### config.mk
export PLATFORM = sky130hd
export DESIGN_NAME = uart_rx_axis_flat
export DESIGN_NICKNAME = d
export VERILOG_FILES = /design/src/rtl/uart_rx_axis_if.sv /design/src/rtl/uart_rx_axis.sv /design/src/flat_wrapper.sv
export SDC_FILE = /design/constraint.sdc
export NUM_CORES = 1
export LEC_CHECK = 0
export ABC_CLOCK_PERIOD_IN_PS = 4200
export BUFFER_PORTS_ARGS = -buffer_cell sky130_fd_sc_hd__buf_2
export CAP_MARGIN = 5
export CORE_MARGIN = 10
export CORE_UTILIZATION = 58
export CTS_CLUSTER_DIAMETER = 120
export DETAILED_ROUTE_END_ITERATION = 8
export HOLD_SLACK_MARGIN = 0.02
export PLACE_DENSITY = 0.78
export SYNTH_ARGS = -nofsm -noshare
export SYNTH_HDL_FRONTEND = slang
export SYNTH_SLANG_ARGS = --single-unit
### constraint.sdc
create_clock -name clk -period 4.2 [get_ports clk]
set_input_delay 0.84 -clock clk [delete_from_list [all_inputs] [get_ports clk]]
set_output_delay 0.84 -clock clk [all_outputs]
set_load 0.02 [all_outputs]
### src/rtl/uart_rx_axis_if.sv
// uart_rx_axis_if: AXI-Stream byte channel carrying received UART data
// Ports: data/valid driven by the master (receiver), ready driven by the slave (consumer)
interface uart_rx_axis_if #(parameter int DATA_BITS = 8);
    logic [DATA_BITS-1:0] data;
    logic                 valid;
    logic                 ready;
    modport master (output data, valid, input ready);
    modport slave  (input data, valid, output ready);
endinterface

### src/rtl/uart_rx_axis.sv
// uart_rx_axis: 8N1-style UART receiver feeding an AXI-Stream master through a FWFT FIFO
// Ports: clk, rst_n (async active-low), uart_rx (serial in, idles high),
//        m_axis (master: data = FIFO head, valid = FIFO not empty, ready from consumer),
//        frame_err (1-cycle pulse, stop bit sampled 0), overrun (1-cycle pulse, good byte dropped on full FIFO)
module uart_rx_axis #(
    parameter int DATA_BITS    = 8,
    parameter int CLKS_PER_BIT = 16,
    parameter int FIFO_DEPTH   = 4
) (
    input  logic             clk,
    input  logic             rst_n,
    input  logic             uart_rx,
    uart_rx_axis_if.master   m_axis,
    output logic             frame_err,
    output logic             overrun
);
    localparam int CW = $clog2(CLKS_PER_BIT);
    localparam int IW = DATA_BITS > 1 ? $clog2(DATA_BITS) : 1;
    localparam int AW = $clog2(FIFO_DEPTH);
    typedef enum logic [2:0] {IDLE, START, DATA, STOP, WAIT_IDLE} state_t;
    state_t               state;
    logic                 rx_meta, rx_s;
    logic [CW-1:0]        cnt;
    logic [IW-1:0]        idx;
    logic [DATA_BITS-1:0] shreg;
    logic [DATA_BITS-1:0] mem [FIFO_DEPTH];
    logic [AW:0]          wptr, rptr;
    logic                 cnt_half, cnt_end, full, empty, pop, push_req, push;
    assign cnt_half = cnt == CW'(CLKS_PER_BIT/2 - 1);
    assign cnt_end  = cnt == CW'(CLKS_PER_BIT - 1);
    assign full     = (wptr[AW] != rptr[AW]) && (wptr[AW-1:0] == rptr[AW-1:0]);
    assign empty    = wptr == rptr;
    assign pop      = m_axis.valid && m_axis.ready;
    assign push_req = state == STOP && cnt_end && rx_s;
    // a full FIFO still takes the byte when the head leaves in the same cycle
    assign push     = push_req && (!full || pop);
    assign m_axis.valid = !empty;
    assign m_axis.data  = mem[rptr[AW-1:0]];
    always_ff @(posedge clk or negedge rst_n) begin
        if (!rst_n) begin
            rx_meta   <= 1'b1;
            rx_s      <= 1'b1;
            state     <= IDLE;
            cnt       <= '0;
            idx       <= '0;
            shreg     <= '0;
            wptr      <= '0;
            rptr      <= '0;
            frame_err <= 1'b0;
            overrun   <= 1'b0;
            for (int i = 0; i < FIFO_DEPTH; i++) mem[i] <= '0;
        end else begin
            rx_meta   <= uart_rx;
            rx_s      <= rx_meta;
            frame_err <= 1'b0;
            overrun   <= push_req && !push;
            if (push) begin
                mem[wptr[AW-1:0]] <= shreg;
                wptr <= wptr + (AW+1)'(1);
            end
            if (pop) rptr <= rptr + (AW+1)'(1);
            case (state)
                IDLE: if (!rx_s) begin
                    state <= START;
                    cnt   <= '0;
                end
                START: if (cnt_half) begin
                    state <= rx_s ? IDLE : DATA;
                    cnt   <= '0;
                    idx   <= '0;
                end else cnt <= cnt + CW'(1);
                DATA: if (cnt_end) begin
                    shreg[idx] <= rx_s;
                    cnt        <= '0;
                    idx        <= idx + IW'(1);
                    if (idx == IW'(DATA_BITS - 1)) state <= STOP;
                end else cnt <= cnt + CW'(1);
                STOP: if (cnt_end) begin
                    cnt       <= '0;
                    state     <= rx_s ? IDLE : WAIT_IDLE;
                    frame_err <= !rx_s;
                end else cnt <= cnt + CW'(1);
                // a held-low line stays here so a break reports only one framing error
                WAIT_IDLE: if (rx_s) state <= IDLE;
                default: state <= IDLE;
            endcase
        end
    end
endmodule

### src/flat_wrapper.sv
// flat-port wrapper written by rule: the top's interface ports become plain ports
module uart_rx_axis_flat 
#(
    parameter int DATA_BITS    = 8,
    parameter int CLKS_PER_BIT = 16,
    parameter int FIFO_DEPTH   = 4
)
  (clk, rst_n, uart_rx, frame_err, overrun, m_axis_data, m_axis_valid, m_axis_ready);
  uart_rx_axis_if #(.DATA_BITS(DATA_BITS)) m_axis_i ();
  input  logic clk;
  input  logic rst_n;
  input  logic uart_rx;
  output logic frame_err;
  output logic overrun;
  output wire logic [$bits(m_axis_i.data)-1:0] m_axis_data;
  output wire logic [$bits(m_axis_i.valid)-1:0] m_axis_valid;
  input wire logic [$bits(m_axis_i.ready)-1:0] m_axis_ready;
  assign m_axis_data = m_axis_i.data;
  assign m_axis_valid = m_axis_i.valid;
  assign m_axis_i.ready = m_axis_ready;
  uart_rx_axis #(.DATA_BITS(DATA_BITS), .CLKS_PER_BIT(CLKS_PER_BIT), .FIFO_DEPTH(FIFO_DEPTH)) u_core (.clk(clk), .rst_n(rst_n), .uart_rx(uart_rx), .m_axis(m_axis_i), .frame_err(frame_err), .overrun(overrun));
endmodule
==> flow_metrics.tcl <==
set metrics [dict create \
    status "complete, no violations" \
    critical_path_peak_fanout 11 \
    placed_cells 284 \
    route.met2.wl_mm 2.31 \
    tightest_slew_ns 0.835 \
    p_sw_w 0.000397 \
    cts-buffers-inserted 9 \
    dr_total_vias 1674 \
    drc 0 \
    ios 15 \
    overflow 0 \
    combPwrFrac_pct 11.6 \
    core.rowCount 25 \
    crit_type "flip-flop to primary output" \
    first_iter_violations 59 \
    drive_gt1_share_pct 38.2 \
    slowest_delay_ns 0.79 \
    p_int_w 0.00103 \
    clockBufferDepth 2 \
    powerDensity_nw_per_um2 437 \
    peakVddDrop_mv 0.311 \
    port_buffers 14 \
    maxSlewViolCount 0 \
    rsz0062_at_grt "no" \
    worstSkewPairLatency_ns 0.34 \
    p_leak_nw 1.62 \
    die-area_um2 8310 \
    synth_edf_count 0 \
    yosysWarnings 0 \
    synth_top_cell_by_area "dfrtp_1" \
    core_um2 4820 \
    min_period_over_period_pct 64.8 \
    syn_nets 222 \
    fin_setup_tns_ns 0 \
    ys_seq_area_share_pct 51.2 \
    clkTransAtPathRegs_ns 0.07 \
    clockRootBuffer "clkbuf_8" \
    cts_tree "yes" \
    yosysUniqueCellTypes 40 \
    grt_pass1_wl_mm 8.98 \
    yosys-top-cells-area "dfrtp_1 49%, mux2_2 8.8%, mux2_4 8.2%, mux4_2 6.1%, ha_1 3.4%" \
    place_congestion 0.788 \
    netlist_area_um2 2940 \
    final_cell_count_no_fill 300 \
    dp_slack_ns 1.80 \
    yosysMostFrequentCell "dfrtp_1" \
    wl_per_cell_um 16.8 \
    power_frac_seq_pct 48.0 \
    hold_buffers 0 \
    htreeDepth 3 \
    antennaDiodeCount 0 \
    hold_viol_final 0 \
    fin_nets 240 \
    track_usage_pct 13.2 \
    max_cap_violations 0 \
    m1WireLength_mm 2.37 \
    fin_util_pct 67.9 \
    hold_class "flip-flop to flip-flop" \
    fmax_ghz 0.367 \
    grt_max_degree 39 \
    yosys.area.top_type_share_pct 49.4 \
    syn_inst 210 \
    skew_ns 0.0101 \
    fin_area_um2 3270 \
    wl_met3_um 248 \
    cts_resized 0 \
    synth_seq_cells 60 \
    firstDrtPassIters 4 \
    drt-total-wl_mm 5.03 \
    switching_share_pct 27.7 \
    die_w_um 91.2 \
    area_delta_synth_final_pct 11.3 \
    dp_hpwl_mm 3.39 \
    post-cts-setup-buffer-count 0 \
    path_cells "mux4_2, buf_2" \
    start_util_pct 61.0 \
    synthFlopType "dfrtp_1" \
    endpoint_kind "primary output" \
    period_needed_ns 2.72 \
    clkPwrFrac_pct 40.4 \
    slew_headroom_pct 44.3 \
    highest_layer "met4" \
    cts.sinks 60 \
    setup_viol 0 \
    synth-async-reset-ratio_pct 100 \
    cp.required_ns 3.36 \
    ant_nets 0 \
    fin_ws_ns 1.48 \
    start_kind "flip-flop" \
    first_global_vias 1811 \
    place_area_um2 3050 \
    avgSynthCellArea_um2 14.0 \
    antenna_found_initial 0 \
    cp_slowest_cell "dfrtp_1" \
    die_h_um 91.2 \
    synth_commonest_cells "58 x dfrtp_1, 23 x mux2_2, 16 x mux2_4" \
    arrival_ns 1.88 \
    via_per_inst 5.58 \
]
cell families (layout without fill, tap and decap cells):
logic type	after synthesis	count (layout)	synth area share, %
simple gates	54	54	11.9
flops	60	60	51.2
mux	54	54	25.7
compound gates	12	12	2.60
buf+inv	15	38	2.68
fa+ha+maj	8	8	3.41
xor+xnor	7	7	2.60
routing by layer:
layer | global-route usage (%) | vias to the layer above
met1 | 17.0 | 845
met5 | 0 | -
met4 | 5.87 | 0
met2 | 19.8 | 30
li1 | - | 790
met3 | 4.53 | 9
power groups by stage:
stage	Combinational (W)	Sequential (W)	Clock, W
CTS	0.000168	0.000689	0.000589
global placement	0.000163	0.000697	0
finish	0.000165	0.000687	0.000578
detailed placement	0.000167	0.000700	0
global route	0.000184	0.000698	0.000620
floorplan	0.000198	0.000633	0
path summary, 6_finish.rpt:
| check | slack (ns) | start | depth (start not counted) | endpoint |
|---|---|---|---|---|
| worst min-delay path | 0.36 | u_core.rx_meta$_DFF_PN1_ | 0 | u_core.rx_s$_DFF_PN1_ |
| min in group asynchronous | 0.60 | rst_n | 1 | u_core.overrun$_DFF_PN0_ |
| worst max-delay path | 1.48 | u_core.rptr[0]$_DFFE_PN0P_ | 2 | m_axis_data[7] |
| worst min register to register | 0.36 | u_core.rx_meta$_DFF_PN1_ | 0 | u_core.rx_s$_DFF_PN1_ |
| worst max register to register | 2.08 | u_core.cnt[0]$_DFFE_PN0P_ | 5 | u_core.mem[2]$_DFFE_PN0P_ |
| max in group asynchronous | 2.78 | rst_n | 2 | u_core.mem[2]$_DFFE_PN0P_ |
sequential cells by signal, indices dropped and copies added (netlist names):
register,count
u_core.overrun,1
u_core.cnt,4
u_core.rx_meta,1
u_core.state,3
u_core.shreg,8
u_core.idx,3
u_core.frame_err,1
u_core.wptr,3
u_core.mem,32
u_core.rx_s,1
u_core.rptr,3
per-stage QoR:
stage / total power [W] / hold slack, ns
2_1_floorplan: 0.000831 / 0.345
3_3_place_gp: 0.000859 / 0.345
3_5_place_dp: 0.000867 / 0.347
4_1_cts: 0.00144 / 0.357
5_1_grt: 0.00150 / 0.360
6_report: 0.00143 / 0.359
critical path: cells and delay by family, from the launching register on:
| family | cells | cell delay (ns) |
|---|---|---|
| buffers and inverters | 1 | 0.17 |
| DFF | 1 | 0.79 |
| muxes | 1 | 0.59 |
placed cells by master, fill, tap and decap left out, types with 2 or more instances in the layout:
master     instances
inv_1              7
nor2_1             7
bufinv_16          2
dfstp_2            2
a21oi_1            3
mux2_2            23
nand3_4            4
nand3_1            8
nor4_1             2
nor3_1             4
xnor2_1            4
mux2i_1            3
nor2b_1            2
nand2_1           14
and3_1             2
a21o_1             2
clkbuf_8           9
xnor2_2            2
mux2_1             4
ha_1               8
nand4_1            2
mux4_2             8
clkinv_4           2
dfrtp_1           58
nand3b_1           2
buf_2             14
o21ai_0            3
mux2_4            16
layout make-up:
class / instances / area (um^2)
Fill cell: 363 / 1550
Sequential cell: 60 / 1500
Multi-Input combinational cell: 135 / 1360
Clock buffer: 9 / 124
Clock inverter: 7 / 98.8
Tap cell: 67 / 83.8
Timing Repair Buffer: 15 / 77.6
Inverter: 7 / 26.3
Power figures use the tool's default switching activity.
